--- src/rtl/qmem_cmd_master_pkg.sv ---
// Shared types and defaults for the qmem command master: FSM state encoding,
// default bus widths and the wait-counter sizing helper.
package qmem_cmd_master_pkg;

  localparam int DEF_QAW = 32;
  localparam int DEF_QDW = 32;

  typedef enum logic [1:0] {
    ST_IDLE = 2'd0,
    ST_REQ  = 2'd1,
    ST_RDAT = 2'd2,
    ST_RSP  = 2'd3
  } state_t;

  // A disabled timeout (0) still needs a 1-bit counter to keep the vector legal.
  function automatic int wait_cnt_width(input int timeout);
    return (timeout < 1) ? 1 : $clog2(timeout + 1);
  endfunction

endpackage

--- src/rtl/qmem_fifo.sv ---
// Synchronous command FIFO with full/empty flags; combinational read of the head.
// DEPTH must be a power of two so the pointers wrap naturally.
module qmem_fifo #(
  parameter int WIDTH = 8,
  parameter int DEPTH = 4
) (
  input  logic             clk,
  input  logic             rst,
  input  logic             push,
  input  logic [WIDTH-1:0] din,
  input  logic             pop,
  output logic [WIDTH-1:0] dout,
  output logic             full,
  output logic             empty
);

  localparam int AW = $clog2(DEPTH);
  localparam int CW = AW + 1;

  logic [WIDTH-1:0] mem [DEPTH];
  logic [AW-1:0]    wr_ptr;
  logic [AW-1:0]    rd_ptr;
  logic [CW-1:0]    count;
  logic             do_push;
  logic             do_pop;

  assign do_push = push && !full;
  assign do_pop  = pop && !empty;
  assign full    = (count == CW'(DEPTH));
  assign empty   = (count == '0);
  assign dout    = mem[rd_ptr];

  // NOTE: the storage array is deliberately not reset; the pointers and count
  // alone decide which entries are valid, and a reset-free array maps to RAM.
  always_ff @(posedge clk) begin
    if (do_push) mem[wr_ptr] <= din;
  end

  // NOTE: sequential state uses non-blocking assignments so every register
  // samples pre-edge values, independent of statement order.
  always_ff @(posedge clk) begin
    if (rst) begin
      wr_ptr <= '0;
      rd_ptr <= '0;
      count  <= '0;
    end else begin
      if (do_push) wr_ptr <= wr_ptr + AW'(1);
      if (do_pop)  rd_ptr <= rd_ptr + AW'(1);
      case ({do_push, do_pop})
        2'b10:   count <= count + CW'(1);
        2'b01:   count <= count - CW'(1);
        default: ;
      endcase
    end
  end

endmodule

--- src/rtl/qmem_cmd_master.sv ---
// qmem initiator: queues commands, issues each as a qmem cycle and returns one
// in-order response per command, with timeout, sticky error and cycle counters.
module qmem_cmd_master
  import qmem_cmd_master_pkg::*;
#(
  parameter int QAW       = DEF_QAW,
  parameter int QDW       = DEF_QDW,
  parameter int QSW       = QDW / 8,
  parameter int CMD_DEPTH = 4,
  parameter int TIMEOUT   = 255
) (
  input  logic           clk,
  input  logic           rst,
  input  logic           cmd_vld,
  output logic           cmd_rdy,
  input  logic           cmd_we,
  input  logic [QSW-1:0] cmd_sel,
  input  logic [QAW-1:0] cmd_adr,
  input  logic [QDW-1:0] cmd_dat,
  output logic           rsp_vld,
  input  logic           rsp_rdy,
  output logic           rsp_we,
  output logic [QDW-1:0] rsp_dat,
  output logic           rsp_err,
  output logic           rsp_tmo,
  output logic           cs,
  output logic           we,
  output logic [QSW-1:0] sel,
  output logic [QAW-1:0] adr,
  output logic [QDW-1:0] dat_w,
  input  logic [QDW-1:0] dat_r,
  input  logic           ack,
  input  logic           err,
  output logic           error,
  output logic [31:0]    w_cnt,
  output logic [31:0]    r_cnt
);

  localparam int CMD_W = 1 + QSW + QAW + QDW;
  localparam int WW    = wait_cnt_width(TIMEOUT);

  typedef struct packed {
    logic           we;
    logic [QDW-1:0] dat;
    logic           err;
    logic           tmo;
  } rsp_t;

  state_t         state, state_nxt;
  logic [CMD_W-1:0] fifo_din, fifo_dout;
  logic           fifo_full, fifo_empty, fifo_push;
  logic           head_we;
  logic [QSW-1:0] head_sel;
  logic [QAW-1:0] head_adr;
  logic [QDW-1:0] head_dat;
  logic [WW-1:0]  wait_cnt;
  logic           wait_hit;
  logic           issue;
  logic           release_bus;
  logic           rsp_load;
  rsp_t           rsp_new;
  logic           inc_w, inc_r;

  // Skid slot: a back-to-back cycle can terminate while the previous response
  // is still unaccepted, so one extra response may need parking.
  logic           skid_vld;
  rsp_t           skid;

  assign fifo_din  = {cmd_we, cmd_sel, cmd_adr, cmd_dat};
  assign fifo_push = cmd_vld && !fifo_full;
  assign cmd_rdy   = !fifo_full;

  assign head_we  = fifo_dout[CMD_W-1];
  assign head_sel = fifo_dout[QAW+QDW +: QSW];
  assign head_adr = fifo_dout[QDW +: QAW];
  assign head_dat = fifo_dout[QDW-1:0];

  qmem_fifo #(
    .WIDTH (CMD_W),
    .DEPTH (CMD_DEPTH)
  ) u_fifo (
    .clk   (clk),
    .rst   (rst),
    .push  (fifo_push),
    .din   (fifo_din),
    .pop   (issue),
    .dout  (fifo_dout),
    .full  (fifo_full),
    .empty (fifo_empty)
  );

  assign wait_hit = (TIMEOUT != 0) && (wait_cnt == WW'(TIMEOUT));

  always_ff @(posedge clk) begin
    if (rst) state <= ST_IDLE;
    else     state <= state_nxt;
  end

  // NOTE: every signal driven here gets a default first, so no path can
  // leave one unassigned and infer a latch.
  always_comb begin
    state_nxt   = state;
    issue       = 1'b0;
    release_bus = 1'b0;
    rsp_load    = 1'b0;
    rsp_new     = '0;
    inc_w       = 1'b0;
    inc_r       = 1'b0;
    case (state)
      ST_IDLE: begin
        if (!fifo_empty && !rsp_vld) begin
          issue     = 1'b1;
          state_nxt = ST_REQ;
        end
      end
      ST_REQ: begin
        if (err) begin
          // err wins over a simultaneous ack and still counts as a cycle
          rsp_load    = 1'b1;
          rsp_new.we  = we;
          rsp_new.err = 1'b1;
          inc_w       = we;
          inc_r       = !we;
          release_bus = 1'b1;
          state_nxt   = ST_RSP;
        end else if (ack && we) begin
          rsp_load   = 1'b1;
          rsp_new.we = 1'b1;
          inc_w      = 1'b1;
          if (rsp_rdy && !fifo_empty) begin
            issue = 1'b1;
          end else begin
            release_bus = 1'b1;
            state_nxt   = ST_RSP;
          end
        end else if (ack) begin
          release_bus = 1'b1;
          state_nxt   = ST_RDAT;
        end else if (wait_hit) begin
          rsp_load    = 1'b1;
          rsp_new.we  = we;
          rsp_new.err = 1'b1;
          rsp_new.tmo = 1'b1;
          release_bus = 1'b1;
          state_nxt   = ST_RSP;
        end
      end
      ST_RDAT: begin
        rsp_load    = 1'b1;
        rsp_new.dat = dat_r;
        inc_r       = 1'b1;
        state_nxt   = ST_RSP;
      end
      ST_RSP: begin
        if (rsp_rdy && !skid_vld) begin
          if (!fifo_empty) begin
            issue     = 1'b1;
            state_nxt = ST_REQ;
          end else begin
            state_nxt = ST_IDLE;
          end
        end
      end
      default: state_nxt = ST_IDLE;
    endcase
  end

  always_ff @(posedge clk) begin
    if (rst) begin
      cs       <= 1'b0;
      we       <= 1'b0;
      sel      <= '0;
      adr      <= '0;
      dat_w    <= '0;
      wait_cnt <= '0;
    end else if (issue) begin
      cs       <= 1'b1;
      we       <= head_we;
      sel      <= head_sel;
      adr      <= head_adr;
      dat_w    <= head_dat;
      wait_cnt <= '0;
    end else if (release_bus) begin
      cs <= 1'b0;
    end else if (state == ST_REQ && TIMEOUT != 0 && !wait_hit) begin
      wait_cnt <= wait_cnt + WW'(1);
    end
  end

  always_ff @(posedge clk) begin
    if (rst) begin
      rsp_vld  <= 1'b0;
      rsp_we   <= 1'b0;
      rsp_dat  <= '0;
      rsp_err  <= 1'b0;
      rsp_tmo  <= 1'b0;
      skid_vld <= 1'b0;
      skid     <= '0;
    end else if (rsp_load) begin
      if (!rsp_vld || rsp_rdy) begin
        rsp_vld <= 1'b1;
        rsp_we  <= rsp_new.we;
        rsp_dat <= rsp_new.dat;
        rsp_err <= rsp_new.err;
        rsp_tmo <= rsp_new.tmo;
      end else begin
        skid_vld <= 1'b1;
        skid     <= rsp_new;
      end
    end else if (rsp_vld && rsp_rdy) begin
      if (skid_vld) begin
        rsp_we   <= skid.we;
        rsp_dat  <= skid.dat;
        rsp_err  <= skid.err;
        rsp_tmo  <= skid.tmo;
        skid_vld <= 1'b0;
      end else begin
        rsp_vld <= 1'b0;
      end
    end
  end

  always_ff @(posedge clk) begin
    if (rst) begin
      error <= 1'b0;
      w_cnt <= '0;
      r_cnt <= '0;
    end else begin
      if (rsp_load && rsp_new.err) error <= 1'b1;
      if (inc_w) w_cnt <= w_cnt + 32'd1;
      if (inc_r) r_cnt <= r_cnt + 32'd1;
    end
  end

endmodule

--- config.mk ---
export PLATFORM = sky130hd
export DESIGN_NAME = qmem_cmd_master
export DESIGN_NICKNAME = d
export VERILOG_FILES = /design/src/rtl/qmem_cmd_master_pkg.sv /design/src/rtl/qmem_fifo.sv /design/src/rtl/qmem_cmd_master.sv
export SDC_FILE = /design/constraint.sdc
export NUM_CORES = 1
export LEC_CHECK = 0
export ABC_AREA = 1
export CAP_MARGIN = 20
export CORE_MARGIN = 4
export CORE_UTILIZATION = 25
export CTS_CLUSTER_DIAMETER = 100
export CTS_CLUSTER_SIZE = 10
export DETAILED_ROUTE_END_ITERATION = 10
export PLACE_DENSITY = 0.39
export SLEW_MARGIN = 25
export SYNTH_ARGS = -nofsm -noshare
export SYNTH_HDL_FRONTEND = slang
export SYNTH_HIERARCHICAL = 1
export SYNTH_SLANG_ARGS = --single-unit
--- constraint.sdc ---
create_clock -name clk -period 5 [get_ports clk]
set_input_delay 0.75 -clock clk [delete_from_list [all_inputs] [get_ports clk]]
set_output_delay 0.75 -clock clk [all_outputs]
set_load 0.02 [all_outputs]
== Word-level counts from Yosys, hierarchy flattened ==
Memory sizes are Yosys's and may differ from the RTL's. A register that Yosys moved wholly into a read port is not among the register bits.
Cells that the tools add are included.

* Register bits after elaboration: 155
* Bits in writable memories: 276
* Output and inout port bits: 172
* Memories kept: 1

{| class="wikitable"
|+ Memories
! memory !! words !! bits a word !! rd ports !! clocked after Yosys merged registers in !! wr ports !! line !! text
|-
| u_fifo.mem || 4 || 69 || 1 || 1 || 1 || qmem_fifo.sv:20 || <nowiki>logic [WIDTH-1:0] mem [DEPTH];</nowiki>
|}

* $add $sub $neg: 7
* Eq/ne operators: 14
* Mux-type cells: 71
* Bitwise logic cells: 2
* Reductions and logical operators: 30

{| class="wikitable"
|+ Operators with widths
! kind !! count
|-
| two-way mux 32 bit || 5
|-
| adder 32 x 1 -> 32 bit (second input constant) || 2
|-
| two-way mux 1 bit || 50
|-
| two-way mux 2 bit || 11
|-
| logical AND 1 bit || 10
|-
| adder 8 x 1 -> 8 bit (second input constant) || 1
|-
| == test 8 bit (second input constant) || 1
|-
| != test 2 bit (second input constant) || 4
|-
| case mux 2 bit (4 select lines) || 1
|-
| nonzero test 2 bit || 4
|-
| == test 2 bit (second input constant) || 3
|-
| zero test 1 bit || 6
|-
| case mux 3 bit (2 select lines) || 1
|-
| AND reduction 2 bit || 3
|-
| AND reduction 3 bit || 2
|-
| != test 5 bit (second input constant) || 1
|-
| adder 2 x 1 -> 2 bit (second input constant) || 2
|-
| == test 2 x 1 -> 1 bit (second input constant) || 2
|-
| != test 4 bit (second input constant) || 1
|-
| case mux 1 bit (2 select lines) || 2
|-
| AND reduction 4 bit || 1
|-
| adder 3 x 1 -> 3 bit (second input constant) || 1
|-
| == test 3 bit (second input constant) || 1
|-
| zero test 3 bit || 1
|-
| other kinds (7) || 8
|}

== Depth between registers and ports, before layout ==
Gate-level depths: netlist of the first run.

* Depth in word-level cells: 10
* Mapped depth: 20
* Gate-level depth less buffers: 19

== Cells and area by module ==
The synthesis of the first run kept the hierarchy.

{| class="wikitable"
|+ Modules (own cells, without submodules)
! module !! instances !! cells each !! area an instance (µm²)
|-
| qmem_fifo || 1 || 737 || 10,721.5
|-
| qmem_cmd_master || 1 || 1,644 || 10,438.8
|}

== Least setup slack after synthesis of the first run ==
OpenSTA, ideal clock, no wires.

* Path kind: input to register
* Start: in cmd_vld
* End: mem u_fifo/mem[0][0] (netlist bit), enable pin
* Setup time: 0.497 ns
* Arrival time: 3.976 ns
* Setup slack: 0.527 ns
* Stages: 4
* Buffers on the path: 0
* Cell sequence: inv_1 > nor2_1 > nand2_1 > nor2_1

* Cells in the longest elaborated chain, start to end: 4

{| class="wikitable"
|+ RTL lines
! element !! line !! text
|-
| from (decl) || qmem_cmd_master.sv:14 || <nowiki>input logic cmd_vld,</nowiki>
|-
| logical AND 1 bit || qmem_cmd_master.sv:70 || <nowiki>assign fifo_push = cmd_vld && !fifo_full;</nowiki>
|-
| via fifo_push || qmem_cmd_master.sv:51 || <nowiki>logic fifo_full, fifo_empty, fifo_push;</nowiki>
|-
| logical AND 1 bit || qmem_fifo.sv:27 || <nowiki>assign do_push = push && !full;</nowiki>
|-
| two-way mux 1 bit || qmem_fifo.sv:36 || <nowiki>if (do_push) mem[wr_ptr] <= din;</nowiki>
|-
| two-way mux 1 bit (not written as such) || qmem_fifo.sv:36 ||
|-
| to (decl) || qmem_fifo.sv:20 ||
|}

The timed path passes the listed nets, and every way through them passes these cells.

== Worst setup path in the final report of the first run ==
* Start: reg state[0]
* End: reg wait_cnt[6]

* Cells in the longest elaborated chain, start to end: 4
* Elaborated cells on any way between the ends: 9
* Those cells by class: eq/ne (2); mux (2); bitwise (1); reduce/logical (4)

{| class="wikitable"
|+ RTL lines
! element !! line !! text
|-
| from (decl) || qmem_cmd_master.sv:49 || <nowiki>state_t state, state_nxt;</nowiki>
|-
| from (signal assigned) || qmem_cmd_master.sv:96 || <nowiki>else state <= state_nxt;</nowiki>
|-
| parallel branches: the longest is 4 deep, another holds case mux 1 bit (3 select lines) || - ||
|-
| to (signal assigned) || qmem_cmd_master.sv:186 || <nowiki>wait_cnt <= wait_cnt + WW'(1);</nowiki>
|-
| to (decl) || qmem_cmd_master.sv:56 || <nowiki>logic [WW-1:0] wait_cnt;</nowiki>
|}

Several ways; the timed one is not identified.
A chain may end at the register's enable or synchronous reset.

==> qor.csv, run 1 <==
metric;value;unit
nFillCells;8736;
hold_violations;0;
synth_ff_type;edfxtp_1;
cts_root_buffer;clkbuf_16;
drt_wl_total;66100;µm
syn-cell-area;21200;µm²
netSwitchingFraction;35.4;%
placed_cells;3701;
ctsHoldBuffers;0;
relSlewSlack;36.5;%
r2r_start;state[0];
fin_cells;3802;
std_cell_rows;106;
grt_max_degree;85;
dp_hpwl;39700;µm
portBuffers;278;
die_h;299;µm
grt_pass1_vias;16700;
antenna_left;0;
fp.dieW;299;µm
holdPathEnd;error;
crit_required;5530;ps
place_ws;1040;ps
core_area;83800;µm²
ys_ff_latch;502;
drv_slew;0;
synthesis.nets;2502;
rr_worst_depth;10;
p_leak;0.00975;µW
ys_types;39;
combinationalPowerShare;29.5;%
max_freq;287;MHz
fin_ws;1520;ps
synth_top_area_share;39.2;%
max_cap_violations;0;
power.total;12900;µW
ys_seq_area_share;60.5;%
grt_setup_unrepaired;no;
r2r_end;wait_cnt[6];
firstDrtPassIters;5;
clock_skew;45.1;ps
clk_latency;630;ps
area_growth;25.8;%
num_io_pins;279;
powerDensity;483;nW/µm²
synth_area_leader_cell;edfxtp_1;
vias;16800;
clkSinkCount;502;
async_reset_ff_share;0;%
worst-r2r-setup-slack;1520;ps
overflow;0;
start_util;25.2;%
drc;0;
avgViaCountPerCell;4.42;
synth_edf_count;276;
start_kind;flop;
tightest_slew;953;ps
arrival;4010;ps
yosysMostFrequentCell;nand2_1;
fin_tns_setup;0;ps
antenna_found_initial;12;
syn-mean-instance-area;8.89;µm²
irDropWorstVdd;0.386;mV
clkPwrFrac;29.5;%
critPathMaxFanout;48;
track_usage;14.4;%
grt_first_pass_wirelength;101000;µm
whs_path_depth;2;
status;finished, final reports clean;
power.internal;8310;µW
synthCells;2381;
yosysWarnings;6;
drtIter0Drc;935;
clkTransAtPathRegs;60;ps
routedWlPerCell;17.4;µm
htreeDepth;2;
setup_viol;0;
period_needed;3480;ps
min_from;error;
period_share;69.7;%
die-area;89400;µm²
synth_common_cells;nand2_1 (541), nor2_1 (497), edfxtp_1 (276);
ctsResizeCount;0;
nets;2746;
layout-drive-gt1-share;4.13;%
cts_tree;yes;
synth_area_leaders;edfxtp_1 (39%), dfxtp_1 (21%), nand2_1 (9.6%);
hp-class;reg2reg;
cts_buffers;56;
criticalPathCategory;reg2reg;
gp_congestion;0.854;
post_cts_buffers;0;
cts_buffer_depth;3;
cp-end-kind;flop;
p_switching;4560;µW
power.share.sequential;41.0;%
routing by layer:
metal	part of all wire (%)	global-route usage, %	vias to the layer above
met5	0.092	0	-
met4	1.6	3.01	8
met3	6.0	3.77	82
met2	47	24.3	355
met1	45	18.5	8025
li1	-	-	8336
metrics by stage:
| stage | util [%] | cell area [µm²] | hold WS (ps) |
|---|---|---|---|
| global placement | 29.8 | 25000 | 446 |
| detailed placement | 29.8 | 25000 | 449 |
| CTS | 31.7 | 26600 | 458 |
| floorplan | - | 21200 | 434 |
| finish | 31.8 | 26600 | 455 |
| global route | 31.7 | 26600 | 480 |
power by group through the flow:
stage / Clock, µW / Combinational [µW] / Sequential (µW)
4_1_cts: 3990 / 3920 / 5290
3_5_place_dp: 0 / 3900 / 5380
3_3_place_gp: 0 / 3880 / 5370
2_1_floorplan: 0 / 2200 / 5580
6_report: 3790 / 3800 / 5270
5_1_grt: 4140 / 4270 / 5340
worst max-delay path by stage:
stage / startpoint / to / depth (start not counted)
floorplan: cmd_vld / u_fifo/mem[0][0] / 4
global placement: rsp_rdy / u_fifo/count[2] / 18
detailed placement: err / wait_cnt[6] / 10
CTS: state[0] / wait_cnt[6] / 10
global route: state[0] / wait_cnt[6] / 10
finish: state[0] / wait_cnt[6] / 10
cell usage in the layout (no fill, tap or decap), types with 5 or more instances in the layout:
| cell | count |
|---|---|
| diode_2 | 7 |
| clkdlybuf4s50_1 | 277 |
| nand3_1 | 34 |
| clkbuf_16 | 56 |
| o21ai_0 | 201 |
| edfxtp_1 | 276 |
| o22ai_1 | 69 |
| nor2_1 | 493 |
| nand2_4 | 5 |
| ha_1 | 13 |
| o21ai_1 | 54 |
| a21oi_1 | 80 |
| dfxtp_1 | 224 |
| clkbuf_1 | 33 |
| inv_1 | 175 |
| nand4_1 | 12 |
| xor2_1 | 9 |
| buf_4 | 14 |
| nand3b_1 | 13 |
| nor2_4 | 6 |
| xnor2_1 | 5 |
| buf_12 | 6 |
| nand2_1 | 541 |
| nor3_1 | 33 |
registers in the layout, summed over array words and instances (netlist names), 2 cells and up, named ones only:
name / flops
u_fifo/count: 3
sel: 4
adr: 32
wait_cnt: 8
u_fifo/rd_ptr: 2
w_cnt: 32
u_fifo/wr_ptr: 2
r_cnt: 32
dat_w: 32
skid: 35
rsp_dat: 32
u_fifo/mem: 276
state: 2
cell type report:
type	count	area [µm²]	area share [%]
multi-input cells	1585	7060	26.5
well taps	1134	1420	5.33
flip-flops and latches	502	12800	48.1
diodes	7	17.5	0.0658
inverters	182	689	2.59
clock buffers	90	1540	5.78
repair buffers	298	3000	11.3
clock inverters	4	83.8	0.315
worst max-delay path, stage by stage, from the launching register on:
cell and delay (ps):
dfxtp_1 320, inv_1 120, ha_1 160, buf_4 350, inv_1 280, nand2_4 410
clkinv_2 520, buf_4 510, nor2_1 410, inv_1 130, a21oi_1 140
kinds of logic after synthesis:
| kind of cell | Yosys count | synth area share, % |
|---|---|---|
| xor gates and xnor gates | 14 | 0.579 |
| and+or+nand+nor | 1149 | 21.6 |
| adders and majority gates | 14 | 0.863 |
| AOI/OAI and AO/OA | 408 | 10.1 |
| DFF | 502 | 60.5 |
| buffers and inverters | 294 | 6.26 |
Note: power is estimated with default switching activity, not from simulation.
==> inputs of run 2 (changes only) <==
Settings changed: PLACE_DENSITY 0.39 to 0.41.
Clock period 5 ns to 3.2 ns, I/O delays scaled along.
==> run 2 against run 1 <==
Net effect: clock power up 55%; critical path depth up 9; die area unchanged; flip-flop and latch count is the same; clock skew up 13 ps; critical endpoint is now u_fifo/count[2].
==> qor.csv, run 2 (synthesized netlist as in run 1, its figures left out) <==
metric;value;unit;change
grt_setup_unrepaired;no;;unchanged
rr_worst_depth;19;;was 10
cts_buffer_depth;3;;unchanged
combinationalPowerShare;30.2;%;was 29.5%
antenna_left;0;;unchanged
clk_latency;640;ps;was 630 ps
arrival;3130;ps;was 4010 ps
top_regs;u_fifo/mem: 276 flops, skid: 35 flops;;unchanged
clock_skew;58.5;ps;was 45.1 ps
r2r_start;state[1];;was state[0]
core_area;83800;µm²;unchanged
cpLargestDelayFamily;adder cells;;was buffers and inverters
ctsHoldBuffers;0;;unchanged
avgViaCountPerCell;4.35;;was 4.42
layout_common_cells;nand2_1 (541), nor2_1 (493), clkdlybuf4s50_1 (277);;unchanged
clkSinkCount;502;;unchanged
layout-drive-gt1-share;4.67;%;was 4.13%
power.total;20100;µW;was 12900 µW
place_ws;144;ps;was 1040 ps
die_h;299;µm;unchanged
vias;16600;;was 16800
std_cell_rows;106;;unchanged
area_growth;26.6;%;was 25.8%
power.internal;13000;µW;was 8310 µW
hold_violations;0;;unchanged
setup_viol;0;;unchanged
grt_first_pass_wirelength;99200;µm;was 101000 µm
clkTransAtPathRegs;60;ps;about the same
holdPathEnd;dat_w[6];;was error
portBuffers;278;;unchanged
clkPwrFrac;29.2;%;was 29.5%
cpMaxStageDelayCell;fa_1;;was clkinv_2
die-area;89400;µm²;unchanged
largest_register_ffs;276;;unchanged
gp_congestion;0.828;;was 0.854
irDropWorstVdd;0.489;mV;was 0.386 mV
regMostFlops;u_fifo/mem;;unchanged
fin_ws;596;ps;was 1520 ps
post_cts_buffers;0;;unchanged
cts_tree;yes;;unchanged
layout_commonest_cell;nand2_1;;unchanged
grt_max_degree;139;;was 85
cts_root_buffer;clkbuf_16;;unchanged
criticalPathCategory;reg2reg;;unchanged
crit_required;3730;ps;was 5530 ps
max_freq;384;MHz;was 287 MHz
htreeDepth;2;;unchanged
status;finished, final reports clean;;unchanged
period_needed;2600;ps;was 3480 ps
antenna_found_initial;14;;was 12
critPathMaxFanout;7;;was 48
track_usage;14.0;%;was 14.4%
dp_hpwl;39400;µm;was 39700 µm
start_kind;flop;;unchanged
cp.buffers_inverters;6;;unchanged
fp.dieW;299;µm;unchanged
tightest_slew;902;ps;was 953 ps
firstDrtPassIters;5;;unchanged
drt_wl_total;64100;µm;was 66100 µm
worst-r2r-setup-slack;600;ps;was 1520 ps
grt_pass1_vias;16600;;was 16700
hp-class;in2reg;;was reg2reg
p_leak;0.00984;µW;was 0.00975 µW
powerDensity;750;nW/µm²;was 483 nW/µm²
overflow;0;;unchanged
ctsResizeCount;0;;unchanged
relSlewSlack;39.9;%;was 36.5%
netSwitchingFraction;35.0;%;was 35.4%
period_share;81.4;%;was 69.7%
routedWlPerCell;16.8;µm;was 17.4 µm
drv_slew;0;;unchanged
max_cap_violations;0;;unchanged
num_io_pins;279;;unchanged
p_switching;7040;µW;was 4560 µW
cp-end-kind;flop;;unchanged
cts_buffers;56;;unchanged
r2r_end;u_fifo/count[2];;was wait_cnt[6]
drc;0;;unchanged
min_from;rst;;was error
whs_path_depth;4;;was 2
max_stage_delay;380;ps;was 520 ps
drtIter0Drc;908;;was 935
start_util;25.2;%;unchanged
nFillCells;8760;;was 8736
path_cells;inv_1, ha_1, nand2_2, inv_2, nand4_1, o211ai_1, nand2_2, inv_2, nand2_1, inv_1, ha_1, inv_1, fa_1, inv_1, nand2_1, nand3_1, nand2_1, nand2_1, nor2_1;;was inv_1, ha_1, buf_4, inv_1, nand2_4, clkinv_2, buf_4, nor2_1, inv_1, a21oi_1
nets;2761;;was 2746
power.share.sequential;40.5;%;was 41.0%
==> run 2: changes by cell type in the layout (fill, tap and decap cells not counted) <==
cell,previous run,this run
buf_12,6,10
inv_2,3,4
nand2_2,3,4
diode_2,7,8
nand2_4,5,4
buf_4,14,24
buf_6,0,1
clkbuf_8,1,0
==> run 2: layout make-up <==
| type | count | area (µm²) | area share (%) |
|---|---|---|---|
| inverter | 182 | 688 | 2.57 |
| sequential | 502 | 12800 | 47.9 |
| clock inverter | 5 | 88.8 | 0.332 |
| clock buffer | 89 | 1530 | 5.70 |
| timing repair buffer | 313 | 3170 | 11.8 |
| antenna | 8 | 20.0 | 0.0748 |
| tap | 1134 | 1420 | 5.30 |
| multi-input combinational | 1585 | 7050 | 26.3 |
==> run 2: per-stage QoR <==
| stage | instances | utilization (%) | area (µm²) | hold WS (ps) | TNS, ps |
|---|---|---|---|---|---|
| 4_1_cts | 3810 | 31.9 | 26800 | 328 | 0 |
| 6_report | 3818 | 32.0 | 26800 | 356 | 0 |
| 5_1_grt | 3810 | 31.9 | 26800 | 380 | 0 |
| 2_1_floorplan | 2381 | - | 21200 | 434 | -287880 |
| 3_5_place_dp | 3716 | 30.0 | 25100 | 455 | 0 |
| 3_3_place_gp | 3716 | 30.0 | 25100 | 448 | 0 |
==> run 2: worst max-delay path by stage <==
stage / from / end / slack, ps / cells past startpoint
2_1_floorplan: u_fifo/count[1] / u_fifo/mem[0][0] / -1040 / 6
3_3_place_gp: rsp_rdy / wait_cnt[7] / 190 / 11
3_5_place_dp: rsp_rdy / wait_cnt[7] / 140 / 11
4_1_cts: state[1] / wait_cnt[7] / 330 / 12
5_1_grt: state[1] / u_fifo/count[2] / 360 / 17
6_report: state[1] / u_fifo/count[2] / 600 / 19
==> run 2: tightest hold or removal path: stages <==
cell	delay [ps]
buf_2	120
inv_4	150
o21ai_0	120
nor2_1	40
==> run 2: power groups by stage <==
stage          Clock (µW)  Combinational [µW]  Sequential [µW]
6_report             5870                6070             8140
5_1_grt              6410                6860             8240
4_1_cts              6170                6280             8160
3_5_place_dp            0                6250             8280
3_3_place_gp            0                6220             8270
2_1_floorplan           0                3440             8720
==> run 2: layer usage <==
layer | GRT usage (%) | vias up | share of wire (%)
met5 | 0 | - | 0.14
met4 | 3.45 | 10 | 2.1
met3 | 3.76 | 95 | 6.0
met2 | 23.6 | 315 | 47
met1 | 17.9 | 7837 | 45
li1 | - | 8353 | -
==> inputs of run 3 (changes only) <==
Clock period 3.2 ns to 2.1 ns, I/O delays scaled along.
==> run 3 against run 2 <==
Net effect: the flow now finishes with violations (negative setup slack); first-iteration DRC count down 9.6%; global-route usage is 0.31 points higher; hold slack got worse by 170 ps; sequential power grew 52%; clock skew decreased by 19 ps; highest routed layer unchanged; setup slack worse by 650 ps; design area up 4.1%; critical path type unchanged; non-clock buffer count up 81.
==> qor.csv, run 3 (synthesized netlist as in run 1, its figures left out) <==
metric;value;unit;change
start_util;25.2;%;unchanged
area_growth;31.7;%;was 26.6%
layout-drive-gt1-share;8.56;%;was 4.67%
antenna_left;0;;unchanged
min_from;rst;;unchanged
placed_area;26100;µm²;was 25100 µm²
relSlewSlack;61.7;%;was 39.9%
irDropWorstVdd;0.799;mV;was 0.489 mV
cts_buffer_depth;3;;unchanged
design_area;27900;µm²;was 26800 µm²
setup_viol;1;;was 0
powerDensity;1140;nW/µm²;was 750 nW/µm²
htreeDepth;2;;unchanged
largest_register_ffs;276;;unchanged
antenna_found_initial;8;;was 14
nets;2842;;was 2761
tightest_slew;575;ps;was 902 ps
hold_violations;0;;unchanged
cts_buffers;56;;unchanged
hp-class;in2reg;;unchanged
status;complete, but fails checks;;was finished, final reports clean
p_leak;0.0107;µW;was 0.00984 µW
placed_cells;3794;;was 3716
cp-end-kind;flop;;unchanged
drt_wl_total;65600;µm;was 64100 µm
portBuffers;278;;unchanged
std_cell_rows;106;;unchanged
clk_latency;620;ps;was 640 ps
core_area;83800;µm²;unchanged
grt_pass1_vias;16800;;was 16600
period_needed;2160;ps;was 2600 ps
arrival;2670;ps;was 3130 ps
layout_common_cells;nand2_1 (536), nor2_1 (487), edfxtp_1 (276);;was nand2_1 (541), nor2_1 (493), clkdlybuf4s50_1 (277)
clkTransAtPathRegs;70;ps;was 60 ps
avgViaCountPerCell;4.31;;was 4.35
max_freq;464;MHz;was 384 MHz
cts_tree;yes;;unchanged
period_share;103;%;was 81.4%
overflow;0;;unchanged
vias;16800;;was 16600
fin_tns_setup;-55.0;ps;was 0 ps
grt_max_degree;91;;was 139
clock_skew;39.8;ps;was 58.5 ps
cts_root_buffer;clkbuf_16;;unchanged
drv_slew;0;;unchanged
fin_cells;3897;;was 3818
gp_congestion;0.825;;was 0.828
top_regs;u_fifo/mem: 276 flops, skid: 35 flops;;unchanged
drtIter0Drc;821;;was 908
num_io_pins;279;;unchanged
dp_hpwl;42800;µm;was 39400 µm
violations;negative setup slack;;
critPathMaxFanout;3;;was 7
max_cap_violations;0;;unchanged
track_usage;14.3;%;was 14.0%
fin_ws;-55.0;ps;was 596 ps
drc;0;;unchanged
die-area;89400;µm²;unchanged
criticalPathCategory;reg2reg;;unchanged
layout_commonest_cell;nand2_1;;unchanged
clkSinkCount;502;;unchanged
grt_setup_unrepaired;yes;;was no
crit_required;2620;ps;was 3730 ps
die_h;299;µm;unchanged
firstDrtPassIters;5;;unchanged
start_kind;flop;;unchanged
r2r_start;u_fifo/count[0];;was state[1]
cp-startpoint;u_fifo/count[0];;was state[1]
regMostFlops;u_fifo/mem;;unchanged
routedWlPerCell;16.8;µm;about the same
grt_first_pass_wirelength;101000;µm;was 99200 µm
fp.dieW;299;µm;unchanged
run 3: worst paths after layout:
kind | endpoint | slack (ps) | cells after the start
worst max register to register | u_fifo/count[2] | -60 | 19
worst min register to register | skid[23] | 460 | 2
worst min-delay path | r_cnt[21] | 190 | 3
worst max-delay path | u_fifo/count[2] | -60 | 19
run 3: critical path: stages, from the launching register on:
cell and delay, ps:
dfxtp_2 350, nor2_4 50, nand2_2 80, inv_2 60
nor2_1 80, inv_1 50, o211ai_1 300, nand2_4 100
clkinv_4 70, nand2_4 50, inv_4 50, ha_4 120
inv_2 40, fa_2 340, inv_1 60, nand2_1 60
nand3_2 60, nand2_1 50, nand2_1 50, nor2_1 30
run 3: cell type report:
class	instances	area, µm²
clock inverters	3	68.8
diodes	5	12.5
inverters	182	701
clock buffers	92	1560
fillers	8700	55900
well taps	1134	1420
repair buffers	394	4130
multi-input cells	1585	7160
flip-flops and latches	502	12800
run 3: routing by layer:
| layer | vias up | global-route usage [%] | share of wire, % | wire (µm) |
|---|---|---|---|---|
| met1 | 7877 | 18.4 | 45 | 29200 |
| li1 | 8512 | - | - | - |
| met2 | 341 | 24.4 | 48 | 31400 |
| met4 | 6 | 3.02 | 1.7 | 1110 |
| met3 | 78 | 3.51 | 5.8 | 3800 |
| met5 | - | 0 | 0.052 | 34 |
run 3: repair_timing:
item / CTS / global route
setup endpoints to repair: 96 / 110
resized for setup: 35 / 27
hold endpoints to repair: 0 / 0
hold buffers: 0 / 0
buffers inserted: 1 / 2
pin swaps: 9 / 2
run 3: per-stage QoR:
step / utilization [%] / worst slack, ps / total power, µW / hold slack, ps
6_report: 33.3 / -55.0 / 31700 / 187
5_1_grt: 33.2 / -213 / 33900 / 191
4_1_cts: 33.1 / -50.8 / 32300 / 157
3_5_place_dp: 31.1 / -542 / 22900 / 454
3_3_place_gp: 31.1 / -516 / 22900 / 449
2_1_floorplan: - / -206 / 18600 / 384
run 3: power breakdown:
part / internal (µW) / leakage (µW) / switching (µW) / total [µW]
clock: 5030 / 0.000771 / 3960 / 8990
sequential: 11800 / 0.00437 / 636 / 12400
combinational: 3870 / 0.00551 / 6390 / 10300
